File: config.mk
export PLATFORM = sky130hd
export DESIGN_NAME = riscv_muldiv_seq_flat
export DESIGN_NICKNAME = d
export VERILOG_FILES = /design/src/rtl/riscv_muldiv_pkg.sv /design/src/rtl/riscv_muldiv_seq_if.sv /design/src/rtl/riscv_div_iter.sv /design/src/rtl/riscv_muldiv_seq.sv /design/src/flat_wrapper.sv
export SDC_FILE = /design/constraint.sdc
export NUM_CORES = 2
export LEC_CHECK = 0
export BUFFER_PORTS_ARGS = -buffer_cell sky130_fd_sc_hd__buf_2
export CAP_MARGIN = 20
export CORE_UTILIZATION = 65
export CTS_CLUSTER_DIAMETER = 40
export DETAILED_ROUTE_END_ITERATION = 8
export PLACE_DENSITY_LB_ADDON = 0.2
export SETUP_SLACK_MARGIN = 0.15
export SKIP_LAST_GASP = 1
export SLEW_MARGIN = 20
export SYNTH_ARGS = -nofsm -noshare
export SYNTH_HDL_FRONTEND = slang
export SYNTH_SLANG_ARGS = --single-unit
export TNS_END_PERCENT = 20
File: constraint.sdc
create_clock -name clk_i -period 12.1 [get_ports clk_i]
set_clock_uncertainty 0.2 [all_clocks]
set_input_delay 0.605 -clock clk_i [delete_from_list [all_inputs] [get_ports clk_i]]
set_output_delay 0.605 -clock clk_i [all_outputs]
set_load 0.05 [all_outputs]
File: src/rtl/riscv_muldiv_pkg.sv
// Shared types and constants for the sequential RV32M execute unit.
// Included first; everything else imports riscv_muldiv_pkg::*.
package riscv_muldiv_pkg;

    localparam logic [6:0]  OPC_OP    = 7'b0110011;
    localparam logic [6:0]  F7_MULDIV = 7'b0000001;
    localparam logic [31:0] INT_MIN   = 32'h8000_0000;
    localparam logic [31:0] ALL1      = 32'hFFFF_FFFF;

    typedef enum logic [2:0] {
        F3_MUL    = 3'd0,
        F3_MULH   = 3'd1,
        F3_MULHSU = 3'd2,
        F3_MULHU  = 3'd3,
        F3_DIV    = 3'd4,
        F3_DIVU   = 3'd5,
        F3_REM    = 3'd6,
        F3_REMU   = 3'd7
    } funct3_e;

    typedef enum logic [1:0] {
        S_IDLE,
        S_MUL,
        S_DIV_PREP,
        S_DIV_SPECIAL
    } state_e;

    function automatic logic is_m(input logic [31:0] inst);
        return (inst[6:0] == OPC_OP) && (inst[31:25] == F7_MULDIV);
    endfunction

endpackage

File: src/rtl/riscv_muldiv_seq_if.sv
// Issue/response bundle between the core and the muldiv unit.
// The core side is master; the execute unit is slave.
interface riscv_muldiv_seq_if;

    logic        valid_i;
    logic [31:0] inst_i;
    logic [31:0] operand_ra_i;
    logic [31:0] operand_rb_i;
    logic        kill_i;
    logic        busy_o;
    logic        ready_o;
    logic [31:0] result_o;

    modport master (
        output valid_i, inst_i, operand_ra_i, operand_rb_i, kill_i,
        input  busy_o, ready_o, result_o
    );

    modport slave (
        input  valid_i, inst_i, operand_ra_i, operand_rb_i, kill_i,
        output busy_o, ready_o, result_o
    );

endinterface

File: src/rtl/riscv_div_iter.sv
// Unsigned restoring divider, one quotient bit per clock.
// done pulses for one cycle after the 32nd iteration edge.
module riscv_div_iter (
    input  logic        clk_i,
    input  logic        rst_i,
    input  logic        start,
    input  logic        kill,
    input  logic [31:0] dividend,
    input  logic [31:0] divisor,
    output logic        done,
    output logic [31:0] quotient,
    output logic [31:0] remainder
);

    logic [31:0] quo;
    logic [31:0] rem;
    logic [31:0] dvs;
    logic [4:0]  cnt;
    logic        run;
    logic [32:0] shifted;
    logic [32:0] diff;

    // rem < dvs always holds, so diff[32] is a clean borrow flag
    assign shifted = {rem, quo[31]};
    assign diff    = shifted - {1'b0, dvs};

    always_ff @(posedge clk_i or posedge rst_i) begin
        if (rst_i) begin
            quo  <= '0;
            rem  <= '0;
            dvs  <= '0;
            cnt  <= '0;
            run  <= 1'b0;
            done <= 1'b0;
        end else begin
            done <= 1'b0;
            if (kill) begin
                run <= 1'b0;
            end else if (start) begin
                quo <= dividend;
                rem <= '0;
                dvs <= divisor;
                cnt <= 5'd31;
                run <= 1'b1;
            end else if (run) begin
                rem <= diff[32] ? shifted[31:0] : diff[31:0];
                quo <= {quo[30:0], ~diff[32]};
                cnt <= cnt - 5'd1;
                if (cnt == 5'd0) begin
                    run  <= 1'b0;
                    done <= 1'b1;
                end
            end
        end
    end

    assign quotient  = quo;
    assign remainder = rem;

endmodule

File: src/rtl/riscv_muldiv_seq.sv
// Sequential RV32M execute unit: multi-cycle multiply, iterative divide.
// One op in flight; result registered and flagged by a one-cycle ready_o.
module riscv_muldiv_seq
    import riscv_muldiv_pkg::*;
#(
    parameter int MUL_LATENCY = 2
) (
    input  logic               clk_i,
    input  logic               rst_i,
    riscv_muldiv_seq_if.slave  bus
);

    state_e      state;
    state_e      state_n;
    funct3_e     f3_in;
    funct3_e     f3_q;
    logic [31:0] ra_q;
    logic [31:0] rb_q;
    logic [31:0] spec_q;
    logic        q_neg_q;
    logic        r_neg_q;
    logic [1:0]  mul_cnt;
    logic        ready_q;
    logic [31:0] result_q;

    logic        accept;
    logic        complete;
    logic        div_op;
    logic        sgn_div;
    logic        rb_zero;
    logic        ovf;
    logic        special;
    logic [31:0] spec_in;
    logic [31:0] ra_abs;
    logic [31:0] rb_abs;
    logic [31:0] res_n;

    logic        div_done;
    logic [31:0] div_quo;
    logic [31:0] div_rem;

    logic        a_sx;
    logic        b_sx;
    logic [63:0] a64;
    logic [63:0] b64;
    logic [63:0] prod;

    assign f3_in   = funct3_e'(bus.inst_i[14:12]);
    assign accept  = bus.valid_i && is_m(bus.inst_i)
                     && (state == S_IDLE) && !bus.kill_i;
    assign div_op  = bus.inst_i[14];
    assign sgn_div = (f3_in == F3_DIV) || (f3_in == F3_REM);
    assign rb_zero = (bus.operand_rb_i == '0);
    assign ovf     = sgn_div && (bus.operand_ra_i == INT_MIN)
                     && (bus.operand_rb_i == ALL1);
    assign special = div_op && (rb_zero || ovf);

    // funct3[1] separates REM* from DIV* within the divide group
    always_comb begin
        spec_in = '0;
        unique case (1'b1)
            rb_zero && !bus.inst_i[13]: spec_in = ALL1;
            rb_zero &&  bus.inst_i[13]: spec_in = bus.operand_ra_i;
            !rb_zero && !bus.inst_i[13]: spec_in = INT_MIN;
            default:                    spec_in = '0;
        endcase
    end

    assign ra_abs = (sgn_div && bus.operand_ra_i[31])
                    ? -bus.operand_ra_i : bus.operand_ra_i;
    assign rb_abs = (sgn_div && bus.operand_rb_i[31])
                    ? -bus.operand_rb_i : bus.operand_rb_i;

    riscv_div_iter u_div (
        .clk_i     (clk_i),
        .rst_i     (rst_i),
        .start     (accept && div_op && !special),
        .kill      (bus.kill_i),
        .dividend  (ra_abs),
        .divisor   (rb_abs),
        .done      (div_done),
        .quotient  (div_quo),
        .remainder (div_rem)
    );

    // low 64 bits of the extended product equal the 33x33 signed product
    assign a_sx = (f3_q != F3_MULHU) && ra_q[31];
    assign b_sx = ((f3_q == F3_MUL) || (f3_q == F3_MULH)) && rb_q[31];
    assign a64  = {{32{a_sx}}, ra_q};
    assign b64  = {{32{b_sx}}, rb_q};
    assign prod = a64 * b64;

    always_comb begin
        state_n  = state;
        complete = 1'b0;
        unique case (state)
            S_IDLE: begin
                if (accept) begin
                    if (!div_op)      state_n = S_MUL;
                    else if (special) state_n = S_DIV_SPECIAL;
                    else              state_n = S_DIV_PREP;
                end
            end
            S_MUL: begin
                if (bus.kill_i) begin
                    state_n = S_IDLE;
                end else if (mul_cnt == 2'd0) begin
                    state_n  = S_IDLE;
                    complete = 1'b1;
                end
            end
            S_DIV_PREP: begin
                if (bus.kill_i) begin
                    state_n = S_IDLE;
                end else if (div_done) begin
                    state_n  = S_IDLE;
                    complete = 1'b1;
                end
            end
            S_DIV_SPECIAL: begin
                state_n  = S_IDLE;
                complete = !bus.kill_i;
            end
            default: state_n = S_IDLE;
        endcase
    end

    always_ff @(posedge clk_i or posedge rst_i) begin
        if (rst_i) state <= S_IDLE;
        else       state <= state_n;
    end

    always_comb begin
        res_n = '0;
        if (state == S_DIV_SPECIAL) begin
            res_n = spec_q;
        end else begin
            unique case (f3_q)
                F3_MUL:                      res_n = prod[31:0];
                F3_MULH, F3_MULHSU, F3_MULHU: res_n = prod[63:32];
                F3_DIV, F3_DIVU:             res_n = q_neg_q ? -div_quo : div_quo;
                F3_REM, F3_REMU:             res_n = r_neg_q ? -div_rem : div_rem;
                default:                     res_n = '0;
            endcase
        end
    end

    always_ff @(posedge clk_i or posedge rst_i) begin
        if (rst_i) begin
            f3_q     <= F3_MUL;
            ra_q     <= '0;
            rb_q     <= '0;
            spec_q   <= '0;
            q_neg_q  <= 1'b0;
            r_neg_q  <= 1'b0;
            mul_cnt  <= '0;
            ready_q  <= 1'b0;
            result_q <= '0;
        end else begin
            ready_q <= complete;
            if (complete) result_q <= res_n;
            if (accept) begin
                f3_q    <= f3_in;
                ra_q    <= bus.operand_ra_i;
                rb_q    <= bus.operand_rb_i;
                spec_q  <= spec_in;
                q_neg_q <= sgn_div && (bus.operand_ra_i[31] ^ bus.operand_rb_i[31]);
                r_neg_q <= sgn_div && bus.operand_ra_i[31];
                mul_cnt <= 2'(MUL_LATENCY - 1);
            end else if ((state == S_MUL) && (mul_cnt != 2'd0)) begin
                mul_cnt <= mul_cnt - 2'd1;
            end
        end
    end

    assign bus.busy_o   = (state != S_IDLE);
    assign bus.ready_o  = ready_q;
    assign bus.result_o = result_q;

    a_no_busy_issue: assert property (
        @(posedge clk_i) disable iff (rst_i) !(bus.valid_i && bus.busy_o)
    );

endmodule

File: src/flat_wrapper.sv
// flat-port wrapper written by rule: the top's interface ports become plain ports
module riscv_muldiv_seq_flat import riscv_muldiv_pkg::*;
#(
    parameter int MUL_LATENCY = 2
)
  (clk_i, rst_i, bus_valid_i, bus_inst_i, bus_operand_ra_i, bus_operand_rb_i, bus_kill_i, bus_busy_o, bus_ready_o, bus_result_o);
  riscv_muldiv_seq_if bus_i ();
  input  logic clk_i;
  input  logic rst_i;
  input wire logic [$bits(bus_i.valid_i)-1:0] bus_valid_i;
  input wire logic [$bits(bus_i.inst_i)-1:0] bus_inst_i;
  input wire logic [$bits(bus_i.operand_ra_i)-1:0] bus_operand_ra_i;
  input wire logic [$bits(bus_i.operand_rb_i)-1:0] bus_operand_rb_i;
  input wire logic [$bits(bus_i.kill_i)-1:0] bus_kill_i;
  output wire logic [$bits(bus_i.busy_o)-1:0] bus_busy_o;
  output wire logic [$bits(bus_i.ready_o)-1:0] bus_ready_o;
  output wire logic [$bits(bus_i.result_o)-1:0] bus_result_o;
  assign bus_i.valid_i = bus_valid_i;
  assign bus_i.inst_i = bus_inst_i;
  assign bus_i.operand_ra_i = bus_operand_ra_i;
  assign bus_i.operand_rb_i = bus_operand_rb_i;
  assign bus_i.kill_i = bus_kill_i;
  assign bus_busy_o = bus_i.busy_o;
  assign bus_ready_o = bus_i.ready_o;
  assign bus_result_o = bus_i.result_o;
  riscv_muldiv_seq #(.MUL_LATENCY(MUL_LATENCY)) u_core (.clk_i(clk_i), .rst_i(rst_i), .bus(bus_i));
endmodule
==> impl_summary.md <==
Clock tree
CTS placed an instance of sky130_fd_sc_hd__clkbuf_16 at the clock tree root. TritonCTS built the clock tree. In this run the number of H-tree levels came out at 2. The buffers inserted during post-CTS setup optimization is 0.

The buffer depth of the longest clock path is 3. The clock transition at the register clock pins on the worst setup and hold paths after CTS is 0.06 ns. At the later pin of the worst-skew pair, clock insertion delay measures 0.53 ns.

Clock tree synthesis found a total of roughly 240 sinks. The quantity of gates resized following cts is 0. The number of hold-repair buffers added at the cts stage is 0.

The number of buffers inserted during clock tree synthesis is 34.

Route
The remaining routing DRC violations is 0. The number of iterations in the first detailed-routing pass is 6. The vias per cell is between 5 and 6. The routed wire length on met3 is roughly 14 mm. The highest routed metal layer is met5. The number of violations reported at the end of detailed-routing iteration 0 is between 3,000 and 4,000. For this block, wires on met1 add up to around 60 mm.

The total wire length is around 150 mm. The total via count after detailed routing is 41,900. The number of nets with antenna violations after detailed routing is 0. The final routed wire length divided by cell count is between 20 and 25 um. The met2 wire length is about 70 mm.

Place
Summed over all nets, the half-perimeter wirelength after detailed placement is ~120 mm. Once placement completed, the tool counted placed cells totaling between 7,000 and 8,000. The congestion estimate from routability-driven global placement came to ~1.

The count of buffers inserted at the top-level ports is around 120. The setup slack at placement is a little over 2 ns.

Worst setup path
In this run the worst path has a maximum fanout of 32. The startpoint kind of the worst setup timing path is a register. The worst setup path is of the reg -> reg kind. Counting cells, the worst reg-to-reg path comes to 30. Among the stages of the critical path, the cell type that occurs most often is sky130_fd_sc_hd__fa_1. The data required time at the worst endpoint is between 10 and 15 ns. The kind of cell with the highest combined delay along the critical path is adder cells. The worst register-to-register path ends at u_core.bus.result_o[30]. The worst register-to-register path begins at u_core.f3_q[1]. The critical path depth in cells is 30. The peak per-stage delay on the critical path is roughly 0.78 ns. The largest individual stage delay along the critical path comes from the cell sky130_fd_sc_hd__fa_1. The sort of element at the end of the critical path is a register. The buffers plus inverters on the worst setup path is 8. At the worst endpoint, the arrival time is ~10 ns. The minimum setup slack among reg-to-reg paths is around 1.9 ns.

Synth
The part of the Yosys area used for sequential elements is ~11%. The share of synthesized flip-flops with an asynchronous set or reset is 100%. The post-synth net total is roughly 7,600. The library cell with the largest summed area after synthesis is sky130_fd_sc_hd__fa_1. The leading register cell type out of synthesis is sky130_fd_sc_hd__dfrtp_1. In this run the biggest area consumer among cell types represents approximately 42% of the synthesized area. For this run, the number of Yosys warnings is 0. Sorting the synthesized cells by area gives the leading types as sky130_fd_sc_hd__fa_1 (42%), sky130_fd_sc_hd__dfrtp_1 (11%), sky130_fd_sc_hd__inv_1 (8.9%). After synthesis the cells add up to about 53,000 um2. Dividing the synthesized area by the synthesized cell count gives 8.67 um2. The number of synthesized register bits is about 240.

The synthesized netlist cell count is approximately 6,000. The number of distinct library cell variants in the gate-level netlist after synthesis is 75. Counting flops with a built-in enable in the synthesized netlist gives 0.

Final layout
Leaving out fill and tap cells, the most frequent cells in the layout are sky130_fd_sc_hd__inv_1 (1,262), sky130_fd_sc_hd__nand2_1 (1,194), sky130_fd_sc_hd__fa_1 (1,126), sky130_fd_sc_hd__and2_1 (283), sky130_fd_sc_hd__ha_1 (252). Leaving out fill and tap cells, the most frequent cell in the layout is sky130_fd_sc_hd__inv_1. The share of final-layout standard cells stronger than drive strength 1 is roughly 5.1%.

The number of nets in the layout is between 7,000 and 8,000. The finished layout holds ~7,100 standard cells, fillers aside. The antenna cell count is 0. The utilization after layout is between 60 and 70%. The post-synthesis to final-layout area growth is 4.51%.

Pwr
The leakage power total is between 20 and 30 nW. The worst-case IR drop observed on VDD is about 0.15 mV. Power spread over the standard cell area amounts to ~38 nW/um2.

STA
After routing, the total negative slack on setup checks comes to 0 ns. The share of the cycle needed by the critical path after routing is 84.2%. The max-slew headroom at the worst pin is 23.1%. The number of failing hold endpoints at the final stage is 14. The worst path setup slack after routing is approximately 1.9 ns. The max-slew violation count came to 0. For this run, the top clock speed supported by timing is ~100 MHz.

Setup repair after global routing left no endpoint under its margin. Setup violations remaining at the end of the flow were counted as 0. The transition time at the pin with the least slew margin is between 1 and 1.5 ns.

The minimum period implied by the final worst setup slack is a little over 10 ns. On the final layout, the worst hold slack is -0.0344 ns.

Floorplanning
The chip width is between 200 and 300 um. The region available for standard cell placement spans approximately 81,000 um2. The initial utilization of the core area, before any placement, comes to 65.8%. The overall die area is 82,900 um2. The number of I/O pins is 134. In this run the vertical extent of the chip is approximately 290 um. The count of standard-cell rows is 104.

Flow run
The tool flagged a number of max-cap violations equal to 0.

GRT
The number of global-route vias before repair came to around 44,000. The total global routing overflow is 0. The maximum number of pins on one net before global-route repair is 98.

The number of antenna violations at the first check in global routing is 3. The first global-routing pass estimated between 200 and 250 mm of wire. Across every metal layer, demand over resource in global routing totals between 30% and 40%.

Outcome
The flow ran to the end, but the final reports show violations. The checks that failed: negative hold slack.

Min path
In this run the worst hold path is classified as in -> async.
## layer usage
metal / vias up / global-route usage [%]
met5: - / 0
met4: 4 / 11.5
met2: 2043 / 59.7
met3: 324 / 6.16
li1: 18200 / -
met1: 21300 / 53.0
## report_power, final
part | internal [mW] | leakage (nW) | switching, mW
registers | 0.818 | 3.22 | 0.0228
clock network | 0.668 | 0.588 | 0.407
logic | 0.0682 | 23.1 | 0.141
total | 1.55 | 26.9 | 0.571
## cell families after synthesis
logic type | Yosys count | share of synthesized area (%)
buffers and inverters | 1627 | 11.5
adder cells (fa/ha/maj) | 1378 | 48.4
multiplexers | 16 | 0.332
AO/OA/AOI/OAI | 705 | 8.46
flip-flops | 241 | 11.4
XOR/XNOR | 216 | 3.56
AND/OR/NAND/NOR | 1943 | 16.4
## registers in the layout (all words and copies together), names as in the netlist, 2 cells and up
name                    count
u_core.bus.result_o        32
u_core.ra_q                32
u_core.rb_q                32
u_core.spec_q              32
u_core.u_div.dvs           32
u_core.u_div.quotient      32
u_core.u_div.remainder     32
u_core.u_div.cnt            5
u_core.f3_q                 3
u_core.mul_cnt              2
u_core.state                2
## worst register-to-register path: cells and delay by family, from the launching register on
| kind | cells | cell delay [ns] |
|---|---|---|
| xor gates and xnor gates | 1 | 0.21 |
| DFF | 1 | 0.77 |
| and+or+nand+nor | 3 | 0.38 |
| AOI/OAI and AO/OA | 9 | 2.01 |
| buffers and inverters | 8 | 1.48 |
| adders and majority gates | 9 | 5.08 |
## synth_stat cells (20+ instances only)
library cell               count
sky130_fd_sc_hd__inv_1      1263
sky130_fd_sc_hd__nand2_1    1194
sky130_fd_sc_hd__fa_1       1126
sky130_fd_sc_hd__clkbuf_1    354
sky130_fd_sc_hd__and2_1      283
sky130_fd_sc_hd__ha_1        252
sky130_fd_sc_hd__dfrtp_1     241
sky130_fd_sc_hd__o21ai_0     210
sky130_fd_sc_hd__a21oi_1     174
sky130_fd_sc_hd__nor2_1      171
sky130_fd_sc_hd__xnor2_1     109
sky130_fd_sc_hd__xor2_1      107
sky130_fd_sc_hd__nor3_1       60
sky130_fd_sc_hd__o31ai_1      58
sky130_fd_sc_hd__a21o_1       44
sky130_fd_sc_hd__nor2b_1      37
sky130_fd_sc_hd__nand4_1      33
sky130_fd_sc_hd__nand3_1      32
sky130_fd_sc_hd__or3_1        31
sky130_fd_sc_hd__a221o_1      27
sky130_fd_sc_hd__or2_2        21
sky130_fd_sc_hd__a211oi_1     20
sky130_fd_sc_hd__o21bai_1     20
## worst max-delay path by stage
| stage | start | slack, ns | to |
|---|---|---|---|
| 2_1_floorplan | u_core.f3_q[2] | 3.65 | u_core.bus.result_o[31] |
| 3_3_place_gp | u_core.f3_q[1] | 2.14 | u_core.bus.result_o[30] |
| 3_5_place_dp | u_core.f3_q[1] | 2.05 | u_core.bus.result_o[30] |
| 4_1_cts | u_core.f3_q[1] | 1.98 | u_core.bus.result_o[30] |
| 5_1_grt | u_core.f3_q[1] | 1.40 | u_core.bus.result_o[30] |
| 6_report | u_core.f3_q[1] | 1.91 | u_core.bus.result_o[30] |
## stage by stage
step                      cell area (um2)  power [mW]  hold slack, ns
after detailed placement            54300        1.06           0.260
after global routing                55500        2.18          0.0277
after CTS                           55500        2.13         0.00370
final                               55500        2.13         -0.0344
after floorplan                     53100       0.971           0.242
after global placement              54300        1.05           0.253
## final cells by class
cell class	count	area (um2)
timing repair buffer	198	1190
multi-input combinational	4258	41000
tap	1060	1330
sequential	241	6040
fill	6504	25200
clock buffer	43	978
clock inverter	19	244
inverter	1264	4750
No activity file was read; power rests on OpenSTA's default activity.
